===== src/rtl/bcd_alu_seq.sv =====
// Multi-cycle packed-BCD add/sub/mul/div with binary and BCD results; latency DIGITS+1+2*BW+1 (add/sub), DIGITS+3*BW+1 (mul/div).
// No backpressure: start is taken only in IDLE, ignored while busy; done is a one-cycle pulse with results held until the next done.
module bcd_alu_seq #(
  parameter int DIGITS = 3,
  parameter int BW     = 10
) (
  input  logic                  clk,
  input  logic                  rst,
  input  logic                  start,
  input  logic [3:0]            sym,
  input  logic [4*DIGITS-1:0]   num_reg1,
  input  logic [4*DIGITS-1:0]   num_reg2,
  output logic                  busy,
  output logic                  done,
  output logic [2*BW-1:0]       result_bin,
  output logic [8*DIGITS-1:0]   result_bcd,
  output logic                  neg,
  output logic                  err
);

  localparam int DW   = 4 * DIGITS;
  localparam int RW   = 2 * BW;
  localparam int BCDW = 8 * DIGITS;
  localparam int CW   = $clog2(RW + 1);

  typedef enum logic [2:0] {S_IDLE, S_CONV, S_EXEC, S_B2D, S_DONE} state_t;

  state_t            state_q, state_d;
  logic [DW-1:0]     bcd1_q, bcd1_d, bcd2_q, bcd2_d;
  logic [3:0]        sym_q, sym_d;
  logic [BW-1:0]     op1_q, op1_d, op2_q, op2_d, rem_q, rem_d;
  logic [RW-1:0]     res_q, res_d, sh_q, sh_d, rbin_q, rbin_d;
  logic [BCDW-1:0]   bcdw_q, bcdw_d, rbcd_q, rbcd_d;
  logic [CW-1:0]     cnt_q, cnt_d;
  logic              negw_q, negw_d, errw_q, errw_d, rneg_q, rneg_d, rerr_q, rerr_d;

  logic [3:0]        d1, d2;
  logic [BW:0]       rem_t;
  logic [BCDW-1:0]   adj;

  always_comb begin
    state_d = state_q;
    bcd1_d  = bcd1_q;
    bcd2_d  = bcd2_q;
    sym_d   = sym_q;
    op1_d   = op1_q;
    op2_d   = op2_q;
    rem_d   = rem_q;
    res_d   = res_q;
    sh_d    = sh_q;
    bcdw_d  = bcdw_q;
    cnt_d   = cnt_q;
    negw_d  = negw_q;
    errw_d  = errw_q;
    rbin_d  = rbin_q;
    rbcd_d  = rbcd_q;
    rneg_d  = rneg_q;
    rerr_d  = rerr_q;
    d1      = bcd1_q[DW-1 -: 4];
    d2      = bcd2_q[DW-1 -: 4];
    rem_t   = {rem_q, op1_q[BW-1]};
    adj     = bcdw_q;

    case (state_q)
      S_IDLE: begin
        if (start && (sym inside {4'ha, 4'hb, 4'hc, 4'hd})) begin
          bcd1_d  = num_reg1;
          bcd2_d  = num_reg2;
          sym_d   = sym;
          op1_d   = '0;
          op2_d   = '0;
          negw_d  = 1'b0;
          errw_d  = 1'b0;
          cnt_d   = '0;
          state_d = S_CONV;
        end
      end
      S_CONV: begin
        op1_d  = (op1_q << 3) + (op1_q << 1) + BW'(d1);
        op2_d  = (op2_q << 3) + (op2_q << 1) + BW'(d2);
        bcd1_d = bcd1_q << 4;
        bcd2_d = bcd2_q << 4;
        if (d1 > 4'd9 || d2 > 4'd9) errw_d = 1'b1;
        if (cnt_q == CW'(DIGITS - 1)) begin
          cnt_d   = '0;
          res_d   = '0;
          rem_d   = '0;
          state_d = errw_d ? S_DONE : S_EXEC;
        end else begin
          cnt_d = cnt_q + CW'(1);
        end
      end
      S_EXEC: begin
        case (sym_q)
          4'ha: begin
            res_d   = RW'(op1_q) + RW'(op2_q);
            state_d = S_B2D;
          end
          4'hb: begin
            if (op1_q >= op2_q) begin
              res_d = RW'(op1_q - op2_q);
            end else begin
              res_d  = RW'(op2_q - op1_q);
              negw_d = 1'b1;
            end
            state_d = S_B2D;
          end
          4'hc: begin
            if (op2_q[0]) res_d = res_q + (RW'(op1_q) << cnt_q);
            op2_d = op2_q >> 1;
          end
          default: begin
            if (cnt_q == '0 && op2_q == '0) begin
              errw_d  = 1'b1;
              res_d   = '0;
              state_d = S_DONE;
            end else begin
              // Restoring step: quotient bits enter res from the LSB, MSB first.
              op1_d = op1_q << 1;
              if (rem_t >= {1'b0, op2_q}) begin
                rem_d = BW'(rem_t - {1'b0, op2_q});
                res_d = {res_q[RW-2:0], 1'b1};
              end else begin
                rem_d = rem_t[BW-1:0];
                res_d = {res_q[RW-2:0], 1'b0};
              end
            end
          end
        endcase
        if (state_d == S_EXEC) begin
          if (cnt_q == CW'(BW - 1)) state_d = S_B2D;
          else                      cnt_d   = cnt_q + CW'(1);
        end
      end
      S_B2D: begin
        for (int i = 0; i < 2 * DIGITS; i++) begin
          if (adj[4*i +: 4] > 4'd4) adj[4*i +: 4] = adj[4*i +: 4] + 4'd3;
        end
        {bcdw_d, sh_d} = {adj, sh_q} << 1;
        if (cnt_q == CW'(RW - 1)) state_d = S_DONE;
        else                      cnt_d   = cnt_q + CW'(1);
      end
      S_DONE:  state_d = S_IDLE;
      default: state_d = S_IDLE;
    endcase

    if (state_q == S_EXEC && state_d == S_B2D) begin
      sh_d   = res_d;
      bcdw_d = '0;
      cnt_d  = '0;
    end

    // Visible results change only on the edge that enters DONE.
    if (state_q != S_DONE && state_d == S_DONE) begin
      rbin_d = errw_d ? '0 : res_d;
      rbcd_d = errw_d ? '0 : bcdw_d;
      rneg_d = negw_d;
      rerr_d = errw_d;
    end
  end

  always_ff @(posedge clk or negedge rst) begin
    if (!rst) begin
      state_q <= S_IDLE;
      bcd1_q  <= '0;
      bcd2_q  <= '0;
      sym_q   <= '0;
      op1_q   <= '0;
      op2_q   <= '0;
      rem_q   <= '0;
      res_q   <= '0;
      sh_q    <= '0;
      bcdw_q  <= '0;
      cnt_q   <= '0;
      negw_q  <= 1'b0;
      errw_q  <= 1'b0;
      rbin_q  <= '0;
      rbcd_q  <= '0;
      rneg_q  <= 1'b0;
      rerr_q  <= 1'b0;
    end else begin
      state_q <= state_d;
      bcd1_q  <= bcd1_d;
      bcd2_q  <= bcd2_d;
      sym_q   <= sym_d;
      op1_q   <= op1_d;
      op2_q   <= op2_d;
      rem_q   <= rem_d;
      res_q   <= res_d;
      sh_q    <= sh_d;
      bcdw_q  <= bcdw_d;
      cnt_q   <= cnt_d;
      negw_q  <= negw_d;
      errw_q  <= errw_d;
      rbin_q  <= rbin_d;
      rbcd_q  <= rbcd_d;
      rneg_q  <= rneg_d;
      rerr_q  <= rerr_d;
    end
  end

  assign busy       = (state_q != S_IDLE);
  assign done       = (state_q == S_DONE);
  assign result_bin = rbin_q;
  assign result_bcd = rbcd_q;
  assign neg        = rneg_q;
  assign err        = rerr_q;

endmodule


===== config.mk =====
export PLATFORM = sky130hd
export DESIGN_NAME = bcd_alu_seq
export DESIGN_NICKNAME = d
export VERILOG_FILES = /design/src/rtl/bcd_alu_seq.sv
export SDC_FILE = /design/constraint.sdc
export NUM_CORES = 1
export LEC_CHECK = 0
export CAP_MARGIN = 20
export CORE_MARGIN = 2
export CORE_UTILIZATION = 49
export DETAILED_ROUTE_END_ITERATION = 8
export PLACE_DENSITY = 0.64
export SYNTH_ARGS = -nofsm -noshare
export SYNTH_HDL_FRONTEND = slang
export SYNTH_SLANG_ARGS = --single-unit

===== constraint.sdc =====
create_clock -name clk -period 10.2 [get_ports clk]
set_clock_uncertainty 0.1 [all_clocks]
set_input_delay 2.55 -clock clk [delete_from_list [all_inputs] [get_ports clk]]
set_output_delay 2.55 -clock clk [all_outputs]
set_load 0.03 [all_outputs]

Word-level counts from Yosys, hierarchy flattened

Cells that the tools add are included.

Register bits: 178
Output and inout port bits: 48

Reduce and logical (&&, ||, !) cells: 23
Multiplexer cells: 61
$add $sub $neg: 16
Shift operators: 1
Eq/ne operators: 27
$lt $le $gt $ge: 10

Operators with widths:

| operator              | count |
|---|---|
| $mux W20              | 7 |
| $mux W10              | 8 |
| $mux W24              | 3 |
| $pmux W10 S3          | 2 |
| $pmux W20 S3          | 1 |
| $pmux W12 S2          | 2 |
| $pmux W20 S2          | 1 |
| $mux W5               | 6 |
| $eq A4 B4 Y1 const B  | 7 |
| $mux W3               | 9 |
| $gt A4 B3 Y1 const B  | 6 |
| $mux W12              | 2 |
| $sub A10 B10 Y11      | 2 |
| $add A10 B10 Y10      | 2 |
| $add A10 B4 Y10       | 2 |
| $add A20 B20 Y20      | 1 |
| $add A4 B2 Y4 const B | 5 |
| $mux W4               | 5 |
| $pmux W10 S2          | 1 |
| $pmux W5 S4           | 1 |
| $shl A10 B5 Y20       | 1 |
| $eq A3 B2 Y1 const B  | 4 |
| $pmux W3 S4           | 1 |
| $add A10 B10 Y11      | 1 |
| 34 further kinds      | 58 |

Longest topological paths before layout

Depth in word-level cells: 12
Mapped depth: 18

Worst setup path before layout

Ideal clock, no wire load.

Path type: input to register
From: input port sym[1]
To: register rbcd_q[11] (netlist: result_bcd[11])
Path buffers: 2
Stages: 8
Arrival time: 4,045 ps
Slack: 5,988 ps
Data required time: 10,034 ps
Path through: xor2_1 and3_1 o21ai_0 a221oi_1 clkbuf_1 clkbuf_1 nand3_1 nand2_1

Cells in the longest elaborated chain, start to end: 9
Elaborated cells on any way between the ends: 16
Those cells by class: 6 x eq/ne; 6 x mux; 4 x reduce/logical

Ends and longest elaborated chain:

| element                 | RTL line | RTL |
|---|---|---|
| start: declaration      | 10       | `input logic [3:0] sym,` |
| $eq A4 B4 Y1            | 66       | `if (start && (sym inside {4'ha, 4'hb, 4'hc, 4'hd})) begin` |
| $reduce_bool A4 Y1 (*)  | 66       |  |
| $logic_and A1 B1 Y1 (*) | 66       |  |
| $mux W3                 | 66       |  |
| $pmux W3 S4             | 64       | `case (state_q)` |
| $eq A3 B2 Y1            | 147      | `if (state_q == S_EXEC && state_d == S_B2D) begin` |
| $logic_and A1 B1 Y1     | 147      |  |
| $mux W24                | 147      |  |
| $mux W24                | 156      | `rbcd_d = errw_d ? '0 : bcdw_d;` |
| end signal: assignment  | 196      | `rbcd_q <= rbcd_d;` |
| end: declaration        | 33       | `logic [BCDW-1:0] bcdw_q, bcdw_d, rbcd_q, rbcd_d;` |

Every way passes the cells marked *; elsewhere a longest branch is shown, timed or not.
A chain may end at the register's enable or synchronous reset.

Final worst setup path

From: input port sym[2]
To: register rbin_q[18] (netlist: result_bin[18])

Cells in the longest elaborated chain, start to end: 7
Elaborated cells on any way between the ends: 13
Those cells by class: 5 x eq/ne; 5 x mux; 3 x reduce/logical

Ends and longest elaborated chain:

| element                 | RTL line | RTL |
|---|---|---|
| $eq A4 B4 Y1            | 66       |  |
| $reduce_bool A4 Y1 (*)  | 66       |  |
| $logic_and A1 B1 Y1 (*) | 66       |  |
| $mux W3                 | 66       |  |
| $pmux W3 S4             | 64       |  |
| $eq A3 B3 Y1            | 154      | `if (state_q != S_DONE && state_d == S_DONE) begin` |
| $logic_and A1 B1 Y1     | 154      |  |
| end signal: assignment  | 195      | `rbin_q <= rbin_d;` |
| end: declaration        | 32       | `logic [RW-1:0] res_q, res_d, sh_q, sh_d, rbin_q, rbin_d;` |

Marked as above.

==> flow_metrics.env <==
export IMPL_status="finished, final reports clean"
export IMPL_gr_usage_all_layers_pct=28.1
export IMPL_hold_violations=0
export IMPL_cp_required_ns=10.48
export IMPL_slew_viol_final=0
export IMPL_die_area_mm2=0.0271
export IMPL_setup_tns_ns=0
export IMPL_clock_fmax_mhz=201
export IMPL_start_util_pct=50.1
export IMPL_crit_arrival_ns=5.24
export IMPL_p_leak_uw=0.00645
export IMPL_gp_congestion=0.944
export IMPL_cts_buffers=17
export IMPL_area_delta_synth_final_pct=12.7
export IMPL_n_antenna_cell=0
export IMPL_worst_path_max_delay_cell="clkdlybuf4s50_1"
export IMPL_cts_sinks=178
export IMPL_avgSynthCellArea_um2=8.30
export IMPL_ioPinCount=79
export IMPL_p_comb_share_pct=60.0
export IMPL_fp_dieW_um=165
export IMPL_cts_hold_buf=0
export IMPL_drt_iter0_markers=1049
export IMPL_syn_nets=1661
export IMPL_vias_per_cell=5.96
export IMPL_seqPwrFrac_pct=24.9
export IMPL_coreArea_mm2=0.0253
export IMPL_layout_drive_gt1_share_pct=5.18
export IMPL_critPathBufInv=3
export IMPL_path_class="in -> reg"
export IMPL_setup_ws_ns=5.23
export IMPL_grt_pass1_vias=10700
export IMPL_setup_violations=0
export IMPL_rsz0062_at_grt="no"
export IMPL_period_share_pct=48.7
export IMPL_p_int_uw=2320
export IMPL_max_cap_viol_count=0
export IMPL_ys_ff_latch=178
export IMPL_p_clk_share_pct=15.2
export IMPL_synthArstFlopShare_pct=100
export IMPL_multi_input_area_mm2=0.00762
export IMPL_crit_chain="clkdlybuf4s50_1, xor2_1, and3_1, o21ai_0, a221oi_2, buf_4, inv_1, nor2_1, a32o_1"
export IMPL_drtPass1Iterations=5
export IMPL_rrSetupSlack_ns=5.82
export IMPL_ys_types=88
export IMPL_grt_overflow_total=0
export IMPL_grt_pass1_wl_mm=58.9
export IMPL_ff_latch_area_mm2=0.00445
export IMPL_endpoint_kind="register"
export IMPL_ys_warn_count=0
export IMPL_syn_instance_count=1524
export IMPL_slew_headroom_pct=30.5
export IMPL_final_area_mm2=0.0143
export IMPL_crit_family="buffers and inverters"
export IMPL_cts_max_path_buffers=2
export IMPL_swShare_pct=50.5
export IMPL_period_needed_ns=4.97
export IMPL_place_area_mm2=0.0136
export IMPL_grt_max_degree=119
export IMPL_post_cts_resized=0
export IMPL_clk_pin_slew_ns=0.07
export IMPL_dp_hpwl_mm=26.3
export IMPL_final_nets=1689
export IMPL_rows=58
export IMPL_insertion_delay_ns=0.45
export IMPL_hold_path_class="reg -> reg"
export IMPL_yosys_most_used_dff="dfrtp_1"
export IMPL_port_buffers=78
export IMPL_worstSetupStartpointType="input pin"
export IMPL_place_ws_ns=4.84
export IMPL_path_max_fanout=20
export IMPL_drt_wirelength_per_cell_um=19.2
export IMPL_drc_errors=0
export IMPL_die_y_um=165
export IMPL_clockRootBuffer="clkbuf_16"
export IMPL_worstMarginPinSlew_ns=1.04
export IMPL_cts_tree="done"
export IMPL_syn_cell_area_mm2=0.0127
export IMPL_ir_worst_vdd_mv=0.258
export IMPL_cts_setup_buffers=0
export IMPL_max_stage_delay_ns=0.51
export IMPL_finalWirelength_mm=36.4
export IMPL_synth_edf_count=0
export IMPL_antenna_found_initial=0
export IMPL_yosysSeqAreaShare_pct=35.2
export IMPL_cellPowerDensity_mw_per_mm2=328
export IMPL_ant_nets=0
export IMPL_vias=11300
export IMPL_fillCellCount=2351
export IMPL_p_sw_uw=2360
export IMPL_h_tree_depth=4
==> layout by cell type, fill, tap and decap left out, types with 10 or more instances in the layout <==
master,count
and3_1,10
ha_1,97
xor2_1,10
a211oi_1,28
o21a_1,17
a21o_1,19
a221oi_1,12
dfrtp_1,178
inv_1,74
clkbuf_16,17
nand2_1,218
a21oi_1,137
o22ai_1,25
buf_4,10
o21ai_0,114
nor3_1,22
mux2i_1,23
xnor2_1,42
nand3_1,57
nor2_1,134
o21bai_1,13
nor2b_1,22
clkdlybuf4s50_1,77
nand2b_1,15
a22oi_1,14
==> worst paths after layout <==
check,start,to,cells past startpoint
worst min register to register,result_bcd[0],result_bcd[0],2
max in group asynchronous,rst,op2_q[7],2
worst min-delay path,result_bcd[0],result_bcd[0],2
worst max-delay path,sym[2],result_bin[18],9
min in group asynchronous,rst,res_q[14],1
worst max register to register,cnt_q[1],result_bin[17],13
==> routing by layer <==
metal	track usage (%)	part of all wire, %	routed length (um)	vias to the layer above
met2	46.4	48	17400	289
met4	8.42	2.4	869	0
met1	38.7	45	16500	5455
li1	-	-	-	5500
met5	0	0	0	-
met3	3.44	4.4	1610	54
==> cell families (layout without fill, tap and decap cells) <==
logic type,count (synthesis),after routing,share of synthesized area (%)
fa+ha+maj,106,106,11.0
buf+inv,156,197,4.79
mux,33,33,2.95
flops,178,178,35.2
simple gates,532,532,19.1
compound gates,467,467,23.4
xor+xnor,52,52,3.60
==> through the flow <==
step / instances / util [%] / hold WS (ns) / total power [uW]
4_1_cts: 1895 / 56.5 / 0.372 / 4670
5_1_grt: 1895 / 56.5 / 0.398 / 5070
6_report: 1895 / 56.5 / 0.365 / 4680
2_1_floorplan: 1524 / - / 0.346 / 3140
3_5_place_dp: 1863 / 54.0 / 0.355 / 3940
3_3_place_gp: 1863 / 54.0 / 0.351 / 3910
==> worst reg2reg max path, cell delays in order, from the launching register on <==
cell and delay (ns):
dfrtp_1 0.76, mux2_2 0.46, o21ai_0 0.31, mux2i_1 0.15, nor3b_1 0.20, ha_1 0.40, a21oi_1 0.15, o21ai_0 0.09
a31o_2 0.25, a31oi_2 0.36, o311ai_0 0.29, or3_1 0.41, o211ai_1 0.18, a22o_1 0.18
==> cells in the mapped netlist (19+ instances only) <==
cell type | count | area share [%]
a211oi_1 | 28 | 1.7
a21o_1 | 19 | 1.1
a21oi_1 | 137 | 5.4
clkbuf_1 | 66 | 2.0
dfrtp_1 | 178 | 35
ha_1 | 97 | 9.6
inv_1 | 74 | 2.2
mux2i_1 | 23 | 1.8
nand2_1 | 218 | 6.5
nand3_1 | 57 | 2.3
nor2_1 | 136 | 4.0
nor2b_1 | 22 | 1.1
nor3_1 | 22 | 0.87
o21ai_0 | 114 | 4.5
o22ai_1 | 25 | 1.2
xnor2_1 | 42 | 2.9
==> flip-flops by register name (all words and copies together), names as in the netlist <==
register / count
result_bcd: 24
state_q: 3
res_q: 20
bcd1_q: 12
bcdw_q: 24
errw_q: 1
bcd2_q: 12
sym_q: 4
negw_q: 1
op2_q: 10
op1_q: 10
sh_q: 20
cnt_q: 5
result_bin: 20
rem_q: 10
neg: 1
err: 1
==> power groups by stage <==
stage	registers, uW	clock network [uW]	logic [uW]
3_3_place_gp	1170	0	2740
4_1_cts	1160	724	2790
3_5_place_dp	1170	0	2770
2_1_floorplan	1070	0	2070
5_1_grt	1190	753	3130
6_report	1160	709	2810
==> cell type report <==
cell class / count / share of cell area [%]
Tap cell: 330 / 2.90
Timing Repair Buffer: 88 / 6.03
Inverter: 77 / 2.03
Multi-Input combinational cell: 1190 / 53.4
Sequential cell: 178 / 31.2
Clock inverter: 15 / 1.41
Clock buffer: 17 / 2.98
Note: power is estimated with default switching activity, not from simulation.
